**src/rtl/kf6845_bus_pkg.sv**
```systemverilog
// Shared types and helpers for the KF6845 processor bus interface.
package kf6845_bus_pkg;

  typedef enum logic {
    IDLE   = 1'b0,
    ACTIVE = 1'b1
  } bus_state_t;

  // True when the address register points at an implemented register.
  function automatic logic reg_index_valid(input int addr, input int num_regs);
    return (addr < num_regs);
  endfunction

endpackage

```
**src/rtl/kf6845_sync_chain.sv**
```systemverilog
// Multi-flop synchroniser for a single asynchronous bit, cleared on reset.
module kf6845_sync_chain #(
  parameter int STAGES = 2
) (
  input  logic clock,
  input  logic reset_n,
  input  logic d_in,
  output logic q_out
);

  logic [STAGES-1:0] sh_q, sh_d;

  // Shift the raw input one stage deeper each clock.
  always_comb begin
    sh_d = {sh_q[STAGES-2:0], d_in};
  end

  // Synchroniser flops.
  always_ff @(posedge clock or negedge reset_n) begin
    if (!reset_n) sh_q <= '0;
    else          sh_q <= sh_d;
  end

  assign q_out = sh_q[STAGES-1];

endmodule

```
**src/rtl/kf6845_register_bus_interface.sv**
```systemverilog
// 6800-style CPU bus front end for the KF6845 CRTC: address/data register
// pair, E-strobe synchronisation, per-register strobes and read return path.
module kf6845_register_bus_interface
  import kf6845_bus_pkg::*;
#(
  parameter int                  DATA_WIDTH  = 8,
  parameter int                  ADDR_WIDTH  = 5,
  parameter int                  NUM_REGS    = 18,
  parameter int                  SYNC_STAGES = 2,
  parameter logic [NUM_REGS-1:0] READ_MASK   = 18'h3C000,
  parameter bit                  AUTO_INC    = 1'b0
) (
  input  logic                           clock,
  input  logic                           reset_n,
  input  logic                           CS_N,
  input  logic                           RS,
  input  logic                           ENABLE,
  input  logic                           R_OR_W,
  input  logic [DATA_WIDTH-1:0]          D_IN,
  output logic [DATA_WIDTH-1:0]          D_OUT,
  output logic                           D_OE,
  output logic [NUM_REGS-1:0]            reg_write_strobe,
  output logic [DATA_WIDTH-1:0]          reg_write_data,
  output logic [NUM_REGS-1:0]            reg_read_strobe,
  input  logic [NUM_REGS*DATA_WIDTH-1:0] reg_read_data,
  output logic [ADDR_WIDTH-1:0]          address,
  output logic                           access_error
);

  logic                  en_s;
  bus_state_t            state_q, state_d;
  logic                  en_d_q, rs_q, rs_d, rw_q, rw_d;
  logic                  first_q, first_d, commit_q, commit_d;
  logic [DATA_WIDTH-1:0] data_q, data_d, dout_q, dout_d, wdata_q, wdata_d;
  logic [ADDR_WIDTH-1:0] address_q, address_d, addr_inc;
  logic                  doe_q, doe_d, err_q, err_d;
  logic [NUM_REGS-1:0]   wstb_q, wstb_d, rstb_q, rstb_d, onehot;
  logic                  rise, fall, idx_ok, rd_ok;
  logic [DATA_WIDTH-1:0] rd_slice;

  kf6845_sync_chain #(.STAGES(SYNC_STAGES)) u_en_sync (
    .clock  (clock),
    .reset_n(reset_n),
    .d_in   (ENABLE),
    .q_out  (en_s)
  );

  // Edge detect, register decode and read-data selection.
  always_comb begin
    rise     = en_s & ~en_d_q;
    fall     = ~en_s & en_d_q;
    idx_ok   = reg_index_valid(int'(address_q), NUM_REGS);
    onehot   = NUM_REGS'(1) << address_q;
    addr_inc = (idx_ok && address_q != ADDR_WIDTH'(NUM_REGS - 1)) ? address_q + 1'b1 : '0;
    rd_slice = '0;
    rd_ok    = 1'b0;
    // Mux loop rather than a variable part-select so out-of-range addresses read as zero.
    for (int i = 0; i < NUM_REGS; i++) begin
      if (address_q == ADDR_WIDTH'(i)) begin
        rd_slice = reg_read_data[i*DATA_WIDTH +: DATA_WIDTH];
        rd_ok    = READ_MASK[i];
      end
    end
  end

  // Bus FSM: capture on E rise, read return in the first ACTIVE cycle, commit one cycle after E fall.
  always_comb begin
    state_d   = state_q;
    rs_d      = rs_q;
    rw_d      = rw_q;
    first_d   = 1'b0;
    commit_d  = 1'b0;
    data_d    = data_q;
    dout_d    = dout_q;
    doe_d     = doe_q;
    wdata_d   = wdata_q;
    address_d = address_q;
    wstb_d    = '0;
    rstb_d    = '0;
    err_d     = 1'b0;
    case (state_q)
      IDLE: begin
        if (rise && !CS_N) begin
          state_d = ACTIVE;
          rs_d    = RS;
          rw_d    = R_OR_W;
          first_d = 1'b1;
          data_d  = D_IN;
        end
      end
      ACTIVE: begin
        if (en_s) data_d = D_IN;
        if (first_q && rw_q) begin
          doe_d = 1'b1;
          if (!rs_q) begin
            dout_d = DATA_WIDTH'(address_q);
          end else begin
            dout_d = (idx_ok && rd_ok) ? rd_slice : '0;
            rstb_d = (idx_ok && rd_ok) ? onehot : '0;
            err_d  = !idx_ok;
          end
        end
        if (fall) begin
          state_d  = IDLE;
          commit_d = 1'b1;
        end
      end
      default: state_d = IDLE;
    endcase
    if (commit_q) begin
      doe_d = 1'b0;
      if (rs_q) begin
        if (!rw_q) begin
          if (idx_ok) begin
            wstb_d  = onehot;
            wdata_d = data_q;
          end else begin
            err_d = 1'b1;
          end
        end
        if (AUTO_INC) address_d = addr_inc;
      end else if (!rw_q) begin
        address_d = data_q[ADDR_WIDTH-1:0];
      end
    end
  end

  // State and registered outputs.
  always_ff @(posedge clock or negedge reset_n) begin
    if (!reset_n) begin
      state_q   <= IDLE;
      en_d_q    <= 1'b0;
      rs_q      <= 1'b0;
      rw_q      <= 1'b0;
      first_q   <= 1'b0;
      commit_q  <= 1'b0;
      data_q    <= '0;
      dout_q    <= '0;
      doe_q     <= 1'b0;
      wdata_q   <= '0;
      address_q <= '0;
      wstb_q    <= '0;
      rstb_q    <= '0;
      err_q     <= 1'b0;
    end else begin
      state_q   <= state_d;
      en_d_q    <= en_s;
      rs_q      <= rs_d;
      rw_q      <= rw_d;
      first_q   <= first_d;
      commit_q  <= commit_d;
      data_q    <= data_d;
      dout_q    <= dout_d;
      doe_q     <= doe_d;
      wdata_q   <= wdata_d;
      address_q <= address_d;
      wstb_q    <= wstb_d;
      rstb_q    <= rstb_d;
      err_q     <= err_d;
    end
  end

  assign D_OUT            = dout_q;
  assign D_OE             = doe_q;
  assign reg_write_strobe = wstb_q;
  assign reg_write_data   = wdata_q;
  assign reg_read_strobe  = rstb_q;
  assign address          = address_q;
  assign access_error     = err_q;

endmodule

```
**config.mk**
```make
export PLATFORM = sky130hd
export DESIGN_NAME = kf6845_register_bus_interface
export DESIGN_NICKNAME = d
export VERILOG_FILES = /design/src/rtl/kf6845_bus_pkg.sv /design/src/rtl/kf6845_sync_chain.sv /design/src/rtl/kf6845_register_bus_interface.sv
export SDC_FILE = /design/constraint.sdc
export NUM_CORES = 1
export LEC_CHECK = 0
export CAP_MARGIN = 20
export CORE_MARGIN = 2
export CORE_UTILIZATION = 30
export DETAILED_ROUTE_END_ITERATION = 6
export HOLD_SLACK_MARGIN = 0.1
export PLACE_DENSITY = 0.7
export SYNTH_ARGS = -nofsm -noshare
export SYNTH_HDL_FRONTEND = slang
export SYNTH_HIERARCHICAL = 1
export SYNTH_SLANG_ARGS = --single-unit
```
**constraint.sdc**
```tcl
create_clock -name clock -period 4.5 [get_ports clock]
set_input_delay 0.675 -clock clock [delete_from_list [all_inputs] [get_ports clock]]
set_output_delay 0.675 -clock clock [all_outputs]
set_load 0.005 [all_outputs]
```
After elaboration in Yosys (flattened, before gate mapping)
Cells that the tools add are included.
Storage, ports and cells
  output and inout bits: 59
  bits of input ports: 158
  logic and storage cells: 108
  register bits: 75
Cells by class
  mux-type cells: 51
  reduce and logical (&&, ||, !) cells: 14
  shifts and indexed selects: 1
  eq/ne operators: 19
  bitwise logic cells: 7
  order comparisons: 1
Operator list (number)
  $mux 8: 22
  $mux 18: 8
  $eq 5x4->1 const B: 8
  $eq 5x3->1 const B: 4
  $mux 1: 19
  $shl 1x5->18 const A: 1
  $pmux 8 s2: 1
  $eq 5x2->1 const B: 2
  $eq 5x5->1 const B: 2
  $reduce_and 2->1: 4
  $eq 5x1->1 const B: 1
  $logic_not 5->1: 1
  $lt 5x5->1 const B: 1
  $not 1->1: 5
  $reduce_and 4->1: 1
  $reduce_bool 2->1: 2
  $logic_and 1x1->1: 3
  $reduce_and 3->1: 1
  $and 1x1->1: 2
  $logic_not 1->1: 2
  $ne 2x1->1 const B: 1
  $ne 2x2->1 const B: 1
  $pmux 1 s2: 1

Logic depth before layout (Yosys ltp)
  depth in word-level cells: 21
  mapped depth: 7
  depth with buffers taken out: 5

By module
Netlist, hierarchy kept.
Modules (own cells, without submodules)
  kf6845_register_bus_interface: instances 1, cells an instance 280, seq. area each 1826.8 um^2, area an instance 3141.8 um^2
  kf6845_sync_chain: instances 1, cells an instance 2, seq. area each 50.0 um^2, area an instance 50.0 um^2

Least setup slack after synthesis
OpenSTA, ideal clock, no wires.
  path kind: flip-flop to flip-flop
  from: register address_q[0], in the netlist address[0]
  to: register dout_q[4], in the netlist D_OUT[4]
  setup slack: 2.610 ns
  cell stages (with the launch flop): 8
  arrival time: 1.765 ns
  period minus slack after synthesis: 1.890 ns
  library setup time: 0.125 ns
  required time: 4.375 ns
  path buffers: 2
  cells stage by stage: dfrtp_1 buf_4 or3b_1 clkbuf_2 or4_1 a21oi_1 o31a_1 o21ai_1
On the way
  longest elaborated chain between the ends: 21
  elaborated cells between the ends (all ways): 44
  classes of those cells: 1 x order compare; 17 x eq/ne; 24 x mux; 2 x reduce/logical
RTL lines
  start, declared: RTL line kf6845_register_bus_interface.sv:35  | logic [ADDR_WIDTH-1:0] address_q, address_d, addr_inc;
  start signal, assigned: RTL line kf6845_register_bus_interface.sv:156  | address_q <= address_d;
  $logic_not 5->1: RTL line kf6845_register_bus_interface.sv:59  | if (address_q == ADDR_WIDTH'(i)) begin
  $mux 8 (18 in a row): RTL line kf6845_register_bus_interface.sv:59
  $mux 8 (*): RTL line kf6845_register_bus_interface.sv:98  | dout_d = (idx_ok && rd_ok) ? rd_slice : '0;
  $mux 8 (*): RTL line kf6845_register_bus_interface.sv:95  | if (!rs_q) begin
  end signal, assigned: RTL line kf6845_register_bus_interface.sv:153  | dout_q <= dout_d;
  end, declared: RTL line kf6845_register_bus_interface.sv:34  | logic [DATA_WIDTH-1:0] data_q, data_d, dout_q, dout_d, wdata_q, wdata_d;
Every way passes the cells marked *; elsewhere a longest branch is shown, timed or not.
A chain may end at the register's enable or synchronous reset.

Worst setup path in the final report
  from: register address_q[1], in the netlist address[1]
  to: register dout_q[6], in the netlist D_OUT[6]
Same word-level chain as after synthesis.

==> impl_results.md <==
- DR iter-0 viols: 90
- Setup total negative slack: 0 ns
- Syn_area_per_cell: 11.3 um2
- Via count: 2,692
- Hold Startpoint: u_en_sync/sh_q[0]
- Worst VDD drop: 234 uV
- CP Capture Type: register
- Critical Path RT: 4.76 ns
- Leading cell type in the layout, fill and taps excluded: clkdlybuf4s50_1
- DP Worst Slack: approximately 1.9 ns
- Worst EP arrival: 2.87 ns
- Post-CTS Resized: 0
- CP max-delay cell: dfrtp_1
- Clock root buffer: clkbuf_8
- Final core utilization: 0.466
- Placer congestion estimate: 0.871
- Most frequent cells in the layout: 126 x clkdlybuf4s50_1, 75 x dfrtp_1, 22 x nor2_1
- Core ar.: 10,300 um2
- # nets final: 575
- Initial antenna violation count: 0
- CTS Buffer Depth: 2
- Post-synth top area cell: dfrtp_1
- Die span in y: roughly 110 um
- Synth cell types: 50
- RR Startpoint: address[1]
- Worst Path Max Fanout: 22
- Non-Filler Instances: between 500 and 600
- Die width: 107 um
- Post-synth EDFFs: 0
- Max Slew Vio Count: 0
- Boundary Pins: between 200 and 250
- Status: complete, no violations
- Crit path from: address[1]
- Vias in the first global route: between 2,000 and 3,000
- Fill cells: 960
- Crit-path cells: nand4b_1 > nand2_1 > nand3_1 > o21a_1 > a31oi_1
- Num rows: 37
- Global-route wire length before repair: between 10 and 15 mm
- CTS tree: done
- CP delay by family, top: simple AND/OR/NAND/NOR gates
- Count of hold-fix buffers inserted at cts: 0
- CP peak stage delay: 0.79 ns
- Yosys reg bits: 75
- Crit start category: register
- Max Cap Violations: 0
- Worst hold slack: 0.348 ns
- Synth warn: 6
- Ys async rst share: 1.00
- Rel. slew slack: 0.380
- Hold Vio Cnt, Final: 0
- Cells after Synth: 282
- Setup bufs post-CTS: 0
- Gr busiest metal: met2
- Layout cell share with drive strength beyond 1: 0.0758
- WP buf/inv: 0
- Final wirelength: 8.92 mm
- Hpwl dp: around 6.4 mm
- Pin count of the biggest net entering global routing: 76
- Period utilisation layout: 0.581
- Router iterations before antenna repair: 5
- Setup CP Type: reg -> reg
- Avg Vias per Cell: 4.82
- # clock sinks: 75
- Post-route DRC violation count: 0
- Highest clock rate: roughly 0.38 GHz
- RSZ-0062 raised after global routing: false
- Total number of cells along the worst setup path: 5
- R2r worst-path depth: 5
- WL/cell: 16.0 um
- Die area: 11,500 um2
- Cell count after placement: 542
- Reg2reg setup slack: 1.89 ns
- PortBufs: about 130
- Met1 Use GR: 0.201
- Top_reg_cell synth: dfrtp_1
- Worst setup path endpoint: D_OUT[6]
- Final setup fails: 0
- Worst hold path class: reg -> reg
- Final Worst Setup Slack: approximately 1.9 ns
- PD cells: about 460 nW/um2
- Initial Util: 0.309
- H-Tree Depth: 3
- Grt total ovfl: 0
- Post-synth top area share: 0.588
- CTS buffer count: 9
- Minimum clock period: approximately 2.6 ns
- Worst Skew: around 0.0093 ns
- Antenna-violating nets left: 0
- Synth-to-layout area growth: 50.6%
- End of the worst register-to-register path: D_OUT[6]
- Clk slew on worst S/H paths: 0.07 ns
- Clk_lat worst skew: 0.35 ns
- Lkg Pwr: 1.97 nW
- Met3 usage: 0.0523
- GR Util All Layers: 0.163
- Leading post-synthesis cells by cell area: dfrtp_1 59%, mux2_2 4.6%, mux2_1 2.8%
- Worst-Margin Slew: 0.930 ns
- Sequential fraction of the synthesis area: 0.588
- Met2 usage: 0.264
- N_diodes: 0
- Cell Area, Synth: 3190 um2
-- per-stage QoR --
| stage | area (um2) | power, mW |
|---|---|---|
| floorplan | 3240 | 1.35 |
| global placement | 4610 | 1.72 |
| detailed placement | 4610 | 1.74 |
| CTS | 4810 | 2.26 |
| global route | 4810 | 2.38 |
| finish | 4810 | 2.23 |
-- where the power goes --
part	switching [mW]	internal [mW]	leakage (nW)
Sequential	0.168	0.789	0.952
Combinational	0.350	0.416	0.918
Clock	0.240	0.269	0.0991
-- cells in the mapped netlist, types with 2 or more instances --
cell type / n
nand3b_1: 4
mux2i_1: 6
o31a_1: 2
mux2_1: 8
o21ai_0: 6
nand2b_1: 3
o21a_1: 2
o21ai_1: 5
dfrtp_1: 75
nor3b_1: 5
a32oi_1: 2
nor2_1: 22
or4_1: 2
nor2b_1: 3
a2111oi_0: 2
a21oi_1: 17
a31oi_1: 2
o221ai_1: 4
nor3_1: 12
mux2_2: 13
o22ai_1: 2
o211ai_1: 3
o22a_1: 3
buf_2: 4
clkbuf_1: 10
inv_1: 5
or3_1: 3
and3b_1: 2
o32a_1: 2
nand2_1: 21
nand4b_1: 2
nand3_1: 12
-- worst min path at each step --
stage          slack (ns)  cells after the start                end
2_1_floorplan        0.33                      0  u_en_sync/sh_q[1]
3_3_place_gp         0.33                      0  u_en_sync/sh_q[1]
3_5_place_dp         0.34                      0  u_en_sync/sh_q[1]
4_1_cts              0.35                      0  u_en_sync/sh_q[1]
5_1_grt              0.37                      0  u_en_sync/sh_q[1]
6_report             0.35                      0  u_en_sync/sh_q[1]
-- per-layer routing --
metal | up-vias | wire length [um] | part of all wire
li1 | 1278 | - | -
met1 | 1298 | 3590 | 0.40
met2 | 101 | 4400 | 0.49
met3 | 15 | 781 | 0.088
met4 | 0 | 148 | 0.017
met5 | - | 0 | 0
-- sequential cells by signal, summed over array words and instances, names as in the netlist, 2 cells and up --
signal	count
data_q	8
u_en_sync/sh_q	2
reg_read_strobe	18
D_OUT	8
reg_write_strobe	18
reg_write_data	8
address	5
-- kinds of logic (layout without fill, tap and decap cells) --
group                  count (synthesis)  in the layout  share of synthesized area
AOI/OAI and AO/OA                     58             58                      0.122
and+or+nand+nor                       99             99                      0.167
DFF                                   75             75                      0.588
buffers and inverters                 22            149                     0.0290
muxes                                 27             27                     0.0929
other                                  1             14                    0.00117
-- cell type report --
type	count	area, um2	share of cell area
multi-input combinational	198	1270	0.264
tap	136	170	0.0354
inverter	5	18.8	0.00390
timing repair buffer	128	1280	0.265
clock buffer	11	141	0.0294
sequential	75	1880	0.390
clock inverter	5	52.6	0.0109
No activity file was read; power rests on OpenSTA's default activity.
